<file path="src/rtl/game_key_if.sv">
// Scan-code byte stream from the PS/2 receiver into the key controller.
interface game_key_if;
    logic [7:0] code;
    logic       code_valid;

    modport master (output code, output code_valid);
    modport slave  (input  code, input  code_valid);
endinterface

</file>
<file path="src/rtl/game_key_ctrl.sv">
// PS/2 scan-code interpreter: tracks play-key make/break state and drives the game status FSM.
// Optional KEY_TIMEOUT_EN macro discards a dangling E0/F0 prefix after PREFIX_TIMEOUT idle cycles.
module game_key_ctrl #(
    parameter int unsigned                NUM_KEYS       = 4,
    parameter logic [8*NUM_KEYS-1:0]      KEY_CODES      = {8'h72, 8'h75, 8'h6B, 8'h74},
    parameter logic [7:0]                 START_CODE     = 8'h29,
    parameter logic [7:0]                 PAUSE_CODE     = 8'h4D,
    parameter logic [7:0]                 QUIT_CODE      = 8'h76,
    parameter int unsigned                PREFIX_TIMEOUT = 2500000
) (
    input  logic                clk,
    input  logic                clr,
    game_key_if.slave           kb,
    input  logic                game_over,
    output logic [NUM_KEYS-1:0] key_held,
    output logic [NUM_KEYS-1:0] key_press,
    output logic [1:0]          status,
    output logic                status_change
);

    localparam logic [7:0] CODE_EXT = 8'hE0;
    localparam logic [7:0] CODE_BRK = 8'hF0;

    if (NUM_KEYS < 1 || NUM_KEYS > 16 || PREFIX_TIMEOUT < 1) begin : g_bad_param
        $error("game_key_ctrl: NUM_KEYS or PREFIX_TIMEOUT out of range");
    end

    typedef enum logic [1:0] {P_IDLE, P_EXT, P_BRK} parse_e;
    typedef enum logic [1:0] {
        ST_LOAD  = 2'b00,
        ST_ACT   = 2'b01,
        ST_PAUSE = 2'b10,
        ST_TERM  = 2'b11
    } status_e;

    parse_e                parse_q, parse_d;
    status_e               status_q, status_d;
    logic [NUM_KEYS-1:0]   key_held_q, key_held_d;
    logic [NUM_KEYS-1:0]   key_press_q, key_press_d;
    logic                  status_change_q, status_change_d;
    logic                  start_held_q, start_held_d;
    logic                  pause_held_q, pause_held_d;
    logic                  quit_held_q, quit_held_d;

    logic make_ev, brk_ev, byte_ev;
    logic start_first, pause_first, quit_first;

`ifdef KEY_TIMEOUT_EN
    localparam int unsigned CNT_W = $clog2(PREFIX_TIMEOUT + 1);
    logic [CNT_W-1:0] cnt_q, cnt_d;
`endif

    always_comb begin
        parse_d         = parse_q;
        status_d        = status_q;
        key_held_d      = key_held_q;
        key_press_d     = '0;
        start_held_d    = start_held_q;
        pause_held_d    = pause_held_q;
        quit_held_d     = quit_held_q;

        byte_ev = kb.code_valid && (kb.code != CODE_EXT) && (kb.code != CODE_BRK);
        make_ev = byte_ev && (parse_q != P_BRK);
        brk_ev  = byte_ev && (parse_q == P_BRK);

        // Prefix parser; E0 is swallowed so extended and plain codes match alike
        if (kb.code_valid) begin
            if (kb.code == CODE_BRK)      parse_d = P_BRK;
            else if (kb.code == CODE_EXT) parse_d = (parse_q == P_BRK) ? P_BRK : P_EXT;
            else                          parse_d = P_IDLE;
        end

`ifdef KEY_TIMEOUT_EN
        // Expiry lands on the edge where the count would reach PREFIX_TIMEOUT
        cnt_d = '0;
        if (!kb.code_valid && parse_q != P_IDLE) begin
            if (cnt_q == CNT_W'(PREFIX_TIMEOUT - 1)) parse_d = P_IDLE;
            else                                     cnt_d   = cnt_q + CNT_W'(1);
        end
`endif

        for (int unsigned i = 0; i < NUM_KEYS; i++) begin
            if (kb.code == KEY_CODES[8*i +: 8]) begin
                if (make_ev) begin
                    key_held_d[i]  = 1'b1;
                    key_press_d[i] = !key_held_q[i] && (status_q == ST_ACT);
                end else if (brk_ev) begin
                    key_held_d[i]  = 1'b0;
                end
            end
        end

        start_first = make_ev && (kb.code == START_CODE) && !start_held_q;
        pause_first = make_ev && (kb.code == PAUSE_CODE) && !pause_held_q;
        quit_first  = make_ev && (kb.code == QUIT_CODE)  && !quit_held_q;

        if (make_ev && kb.code == START_CODE)     start_held_d = 1'b1;
        else if (brk_ev && kb.code == START_CODE) start_held_d = 1'b0;
        if (make_ev && kb.code == PAUSE_CODE)     pause_held_d = 1'b1;
        else if (brk_ev && kb.code == PAUSE_CODE) pause_held_d = 1'b0;
        if (make_ev && kb.code == QUIT_CODE)      quit_held_d  = 1'b1;
        else if (brk_ev && kb.code == QUIT_CODE)  quit_held_d  = 1'b0;

        // Priority: game_over, then quit, then start/pause
        if (game_over && status_q == ST_ACT) begin
            status_d = ST_TERM;
        end else if (quit_first && (status_q == ST_ACT || status_q == ST_PAUSE)) begin
            status_d = ST_TERM;
        end else begin
            case (status_q)
                ST_LOAD:  if (start_first)                status_d = ST_ACT;
                ST_ACT:   if (pause_first)                status_d = ST_PAUSE;
                ST_PAUSE: if (pause_first || start_first) status_d = ST_ACT;
                ST_TERM:  if (start_first)                status_d = ST_LOAD;
                default:                                  status_d = ST_LOAD;
            endcase
        end

        // A fresh game starts with no keys or control keys considered held
        if (status_d == ST_LOAD && status_q != ST_LOAD) begin
            key_held_d   = '0;
            start_held_d = 1'b0;
            pause_held_d = 1'b0;
            quit_held_d  = 1'b0;
        end

        status_change_d = (status_d != status_q);
    end

    always_ff @(posedge clk) begin
        if (clr) begin
            parse_q         <= P_IDLE;
            status_q        <= ST_LOAD;
            key_held_q      <= '0;
            key_press_q     <= '0;
            status_change_q <= 1'b0;
            start_held_q    <= 1'b0;
            pause_held_q    <= 1'b0;
            quit_held_q     <= 1'b0;
`ifdef KEY_TIMEOUT_EN
            cnt_q           <= '0;
`endif
        end else begin
            parse_q         <= parse_d;
            status_q        <= status_d;
            key_held_q      <= key_held_d;
            key_press_q     <= key_press_d;
            status_change_q <= status_change_d;
            start_held_q    <= start_held_d;
            pause_held_q    <= pause_held_d;
            quit_held_q     <= quit_held_d;
`ifdef KEY_TIMEOUT_EN
            cnt_q           <= cnt_d;
`endif
        end
    end

    assign key_held      = key_held_q;
    assign key_press     = key_press_q;
    assign status        = status_q;
    assign status_change = status_change_q;

endmodule
</file>
<file path="src/flat_wrapper.sv">
// flat-port wrapper written by rule: the top's interface ports become plain ports
module game_key_ctrl_flat 
#(
    parameter int unsigned                NUM_KEYS       = 4,
    parameter logic [8*NUM_KEYS-1:0]      KEY_CODES      = {8'h72, 8'h75, 8'h6B, 8'h74},
    parameter logic [7:0]                 START_CODE     = 8'h29,
    parameter logic [7:0]                 PAUSE_CODE     = 8'h4D,
    parameter logic [7:0]                 QUIT_CODE      = 8'h76,
    parameter int unsigned                PREFIX_TIMEOUT = 2500000
)
  (clk, clr, game_over, key_held, key_press, status, status_change, kb_code, kb_code_valid);
  game_key_if kb_i ();
  input  logic clk;
  input  logic clr;
  input  logic game_over;
  output logic [NUM_KEYS-1:0] key_held;
  output logic [NUM_KEYS-1:0] key_press;
  output logic [1:0] status;
  output logic status_change;
  input wire logic [$bits(kb_i.code)-1:0] kb_code;
  input wire logic [$bits(kb_i.code_valid)-1:0] kb_code_valid;
  assign kb_i.code = kb_code;
  assign kb_i.code_valid = kb_code_valid;
  game_key_ctrl #(.NUM_KEYS(NUM_KEYS), .KEY_CODES(KEY_CODES), .START_CODE(START_CODE), .PAUSE_CODE(PAUSE_CODE), .QUIT_CODE(QUIT_CODE), .PREFIX_TIMEOUT(PREFIX_TIMEOUT)) u_core (.clk(clk), .clr(clr), .kb(kb_i), .game_over(game_over), .key_held(key_held), .key_press(key_press), .status(status), .status_change(status_change));
endmodule
</file>
<file path="config.mk">
export PLATFORM = sky130hd
export DESIGN_NAME = game_key_ctrl_flat
export DESIGN_NICKNAME = d
export VERILOG_FILES = /design/src/rtl/game_key_if.sv /design/src/rtl/game_key_ctrl.sv /design/src/flat_wrapper.sv
export SDC_FILE = /design/constraint.sdc
export NUM_CORES = 1
export LEC_CHECK = 0
export CORE_ASPECT_RATIO = 1.2
export CORE_UTILIZATION = 44
export CTS_CLUSTER_DIAMETER = 60
export DETAILED_ROUTE_END_ITERATION = 10
export GPL_TIMING_DRIVEN = 0
export PLACE_DENSITY = 0.84
export SLEW_MARGIN = 20
export SYNTH_ARGS = -nofsm -noshare
export SYNTH_HDL_FRONTEND = slang
export SYNTH_SLANG_ARGS = --single-unit
</file>
<file path="constraint.sdc">
create_clock -name clk -period 2.8 [get_ports clk]
set_input_delay 0.84 -clock clk [delete_from_list [all_inputs] [get_ports clk]]
set_output_delay 0.84 -clock clk [all_outputs]
set_load 0.02 [all_outputs]
</file>
Word level (Yosys, flattened, before mapping)
Cells that the tools add are included.
Widths: inputs -> output; s select.

cells by class
  multiplexer cells = 18
  bitwise operators = 5
  reduce and logical (&&, ||, !) cells = 45
  equal/unequal tests = 17

operator list
  operator            count
  $eq 8x7->1 const B  6
  $logic_and 1x1->1   20
  $mux 2              9
  $eq 8x8->1 const B  2
  $ne 8x8->1 const B  2
  $reduce_or 3->1     4
  $reduce_bool 2->1   5
  $eq 8x6->1 const B  1
  $mux 1              8
  $pmux 2 s4          1
  $reduce_and 2->1    4
  $logic_not 1->1     7
  $eq 2x2->1 const B  3
  $not 1->1           5
  $logic_not 2->1     2
  $eq 2x1->1 const B  1
  $logic_or 1x1->1    2
  $ne 2x2->1          1
  $ne 2x2->1 const B  1
  $reduce_or 2->1     1

word-level totals
  output and inout bits = 11
  bits of input ports = 12
  logic and storage cells = 99
  bits in registers = 16

Longest topological paths before layout
  depth in word-level cells = 14
  gate-level depth with buffers = 9
  depth with buffers taken out = 8

Worst setup path after synthesis
No wires, ideal clock.

  kind = input to register
  from = in kb_code[0]
  to = reg u_core.key_held_q[1] (netlist: u_core.key_held[1])
  path buffers = 1
  setup slack = 0.344 ns
  data required time = 2.726 ns
  stages on the path = 7
  setup time = 0.074 ns
  data arrival time = 2.382 ns
  path through = nand2b_2 -> or4_4 -> o2bb2a_4 -> and4bb_4 -> and4bb_1 -> buf_6 -> nor3_2

on the way
  longest elaborated chain between the ends = 14
  elaborated cells on any way between the ends = 31
  classes of those cells = eq/ne: 6; mux: 8; reduce/logical: 17

ends and longest elaborated chain
  element                                            line                                      text
  start, declared                                    flat_wrapper.sv:20                        input wire logic [$bits(kb_i.code)-1:0] kb_code;
  $ne 8x8->1                                         game_key_ctrl.sv:62                       byte_ev = kb.code_valid && (kb.code != CODE_EXT) && (kb.code != CODE_BRK);
  $logic_and 1x1->1 (2 in a row)                     game_key_ctrl.sv:62
  $logic_and 1x1->1                                  game_key_ctrl.sv:63                       make_ev = byte_ev && (parse_q != P_BRK);
  $logic_and 1x1->1 (on tied branches) (2 in a row)  game_key_ctrl.sv:94, game_key_ctrl.sv:93
  $logic_or 1x1->1                                   game_key_ctrl.sv:113                      ST_PAUSE: if (pause_first || start_first) status_d = ST_ACT;
  $mux 2                                             game_key_ctrl.sv:113
  $pmux 2 s4                                         game_key_ctrl.sv:110                      case (status_q)
  $mux 2                                             game_key_ctrl.sv:107                      end else if (quit_first && (status_q == ST_ACT || status_q == ST_PAUSE)) begin
  $mux 2                                             game_key_ctrl.sv:105                      if (game_over && status_q == ST_ACT) begin
  $logic_not 2->1                                    game_key_ctrl.sv:120                      if (status_d == ST_LOAD && status_q != ST_LOAD) begin
  $logic_and 1x1->1                                  game_key_ctrl.sv:120
  $reduce_or 2->1 (no source line)                   --
  end signal, assigned                               game_key_ctrl.sv:146                      key_held_q <= key_held_d;
  end, declared                                      game_key_ctrl.sv:38                       logic [NUM_KEYS-1:0] key_held_q, key_held_d;

Several ways; a longest one is shown, not always the timed one.
A chain may end at the register's enable or synchronous reset.

Worst setup path in the final report
  from = in kb_code[7]
  to = reg u_core.key_held_q[1] (netlist: u_core.key_held[1])

The elaborated chain is that of the path after synthesis.

==> results.py <==
metrics = {
    "run_status": {
        "outcome": "complete, no violations",
    },
    "clocking": {
        "h-tree-depth": 1,
        "clockRootBuffer": "clkbuf_4",
        "clk-insertion-delay-late_ps": 300,
        "clockBufferDepth": 2,
        "cts_sinks": 16,
        "cts_tree": "built",
        "clk_pin_slew_ps": 90,
        "ctsHoldBuffers": 0,
        "numCtsBuffers": 3,
        "post-cts-setup-buffer-count": 0,
    },
    "global_route": {
        "grtUsageTotal_pct": 20.71,
        "grt_pass1_wl_mm": 3.670,
        "grt_overflow": 0,
        "grt_pass1_vias": 843,
        "grt_max_degree": 11,
        "antenna_found_initial": 0,
    },
    "sta": {
        "fin_tns_setup_ps": 0,
        "grt_setup_unrepaired": "no",
        "setup_violations": 0,
        "finalCriticalPeriod_ps": 2673,
        "finalHoldViolCount": 0,
        "period_share_pct": 95.45,
        "skew_ps": 14.37,
        "slew_viol_final": 0,
        "tightest_slew_ps": 626.5,
        "slew_headroom_pct": 58.23,
        "timing.final.ws_setup_ps": 127.3,
        "fmax_ghz": 0.3742,
    },
    "setup_path": {
        "regToRegSetupSlack_ps": 600,
        "worstPathMaxFanout": 7,
        "r2r_cells": 8,
        "cp-endpoint": "u_core.key_held[1]",
        "end_kind": "flop",
        "timing.rr.end": "u_core.key_held[1]",
        "timing.rr.start": "u_core.parse_q[0]",
        "cp.required_ps": 3010,
        "cp.arrival_ps": 2890,
        "criticalPathCategory": "input port to flop",
        "start_kind": "input port",
        "crit_start": "kb_code[7]",
    },
    "pwr": {
        "ir_worst_vdd_mv": 0.2667,
        "intPower_w": 0.0003315,
        "p_seq_share_pct": 52.4,
        "power_density_nw_per_um2": 332.5,
        "power_w": 0.0004385,
        "p_sw_w": 0.0001070,
        "pwr-share-comb_pct": 11.3,
        "p_clk_share_pct": 36.3,
        "swShare_pct": 24.40,
        "p_leak_nw": 0.5245,
    },
    "worst_hold_path": {
        "hold_path_class": "flop to flop",
    },
    "synth": {
        "ys_ff_latch": 16,
        "synth_top_area_cell": "dfxtp_1",
        "syn_avg_cell_area_sq_um": 9.218,
        "yosysSeqAreaShare_pct": 31.88,
        "ys.flop_type": "dfxtp_1",
        "async_flop_share_pct": 0,
        "synth_edf_count": 0,
        "synth_cells": 109,
        "synthesis.area_sq_um": 1005,
        "synth_cell_types": 41,
        "synth_top_area_share_pct": 31.88,
        "yosysWarnings": 0,
        "synth_area_leaders": "dfxtp_1 (32%), mux2i_1 (7.0%), nor3_2 (7.0%)",
        "syn_nets": 125,
    },
    "finish": {
        "finalNetCount": 152,
        "n_fill_cell": 195,
        "diodes": 0,
        "postLayoutCellArea_sq_um": 1319,
        "fin_cells": 165,
        "syn2layout_area_growth_pct": 31.26,
        "drive_above_1_share_pct": 16.30,
    },
    "detailed_routing": {
        "wirelength_mm": 2.354,
        "postRouteAntennaNets": 0,
        "avgRoutedWirePerCell_um": 14.27,
        "first_pass_iters": 4,
        "drc": 0,
        "routed_via_density": 5.618,
        "drtIter0Drc": 18,
        "dr_total_vias": 927,
    },
    "floorplanning": {
        "die_width_um": 45.62,
        "fp.dieH_um": 54.35,
        "rows": 18,
        "dieArea_sq_um": 2479,
        "io_pins": 23,
        "start_util_pct": 47.46,
        "core_sq_um": 2117,
    },
    "placement": {
        "io_buffers": 22,
        "dp_cells": 161,
        "gp_congestion": 0.7945,
        "placed_area_sq_um": 1262,
        "hpwl_mm": 1.821,
        "pre_cts_slack_ps": -437.8,
    },
    "flow_run": {
        "maxCapViolCount": 0,
    },
}
metal layers:
metal | track usage [%] | wire, um
met5 | 0 | 0
met4 | 8.586 | 29
met3 | 2.970 | 92
met2 | 37.14 | 1292
met1 | 24.14 | 939
sequential cells by signal (all words and copies together) (netlist names):
signal,cells
u_core.start_held_q,1
u_core.status_change,1
u_core.quit_held_q,1
u_core.pause_held_q,1
u_core.status,2
u_core.key_press,4
u_core.parse_q,2
u_core.key_held,4
worst max-delay path, stage by stage:
cell	delay (ps)
clkdlybuf4s50_1	430
nand2b_4	160
or4_4	500
o2bb2a_4	230
and4bb_4	200
and4bb_1	200
buf_6	140
nor3_2	160
cell usage after synthesis (2+ instances only):
master,n
nand4b_1,2
buf_1,2
ha_1,4
nand2_1,7
nor4_1,3
nand3_1,3
and4bb_1,3
a21oi_1,8
dfxtp_1,16
nor3_1,5
nor2_1,6
nor3_2,7
nand3b_1,3
mux2i_1,7
a41oi_1,2
inv_1,6
power by group through the flow:
stage	logic, W	registers, W	clock network [W]
6_report	0.0000497	0.000230	0.000159
5_1_grt	0.0000538	0.000230	0.000169
4_1_cts	0.0000483	0.000230	0.000160
3_5_place_dp	0.0000497	0.000235	0
3_3_place_gp	0.0000475	0.000235	0
2_1_floorplan	0.0000202	0.000235	0
placed cells by master (no fill, tap or decap), drive strengths merged, types with 2 or more instances in the layout:
| master | count |
|---|---|
| dfxtp | 16 |
| clkdlybuf4s50 | 15 |
| nor3 | 12 |
| a21oi | 8 |
| nand2 | 8 |
| mux2i | 7 |
| inv | 6 |
| nor2 | 6 |
| clkbuf | 5 |
| ha | 4 |
| dlygate4sd2 | 4 |
| and4bb | 4 |
| nand3 | 3 |
| nand3b | 3 |
| nor4 | 3 |
| dlymetal6s2s | 3 |
| buf | 3 |
| nand2b | 3 |
| nand4b | 2 |
| a41oi | 2 |
| and2b | 2 |
| or4 | 2 |
stage by stage:
stage	util, %	hold slack (ps)
after detailed placement	59.63	438.3
after global placement	59.63	434.5
after global routing	62.29	481.0
final	62.29	453.0
after floorplan	-	477.6
after CTS	61.41	451.6
timing repair:
item	4_1_cts	5_1_grt
resized for setup	5	6
pin swaps	0	1
endpoints found under the setup margin	7	7
logic make-up after synthesis:
logic type	share of synthesized area (%)
flops	31.88
compound gates	12.95
simple gates	37.86
fa+ha+maj	4.982
buf+inv	4.483
mux	6.974
xor+xnor	0.8719
final cells by class:
class                      instances  area (sq um)  share of cell area, %
buffer                             4         22.52                  1.708
sequential                        16         320.3                  24.29
inverter                           6         22.52                  1.708
tap                               30         37.54                  2.846
multi-input combinational         83         656.9                  49.81
clock buffer                       4         36.28                  2.751
timing repair buffer              22         222.7                  16.89
worst min-delay path by stage:
stage / start / endpoint / cells past startpoint
floorplan: u_core.parse_q[1] / u_core.parse_q[1] / 2
global placement: u_core.key_held[2] / u_core.key_press[2] / 1
detailed placement: u_core.key_held[1] / u_core.key_press[1] / 1
CTS: u_core.key_held[1] / u_core.key_press[1] / 1
global route: u_core.key_held[0] / u_core.key_press[0] / 1
finish: u_core.key_held[1] / u_core.key_press[1] / 1
No activity file was read; power rests on OpenSTA's default activity.
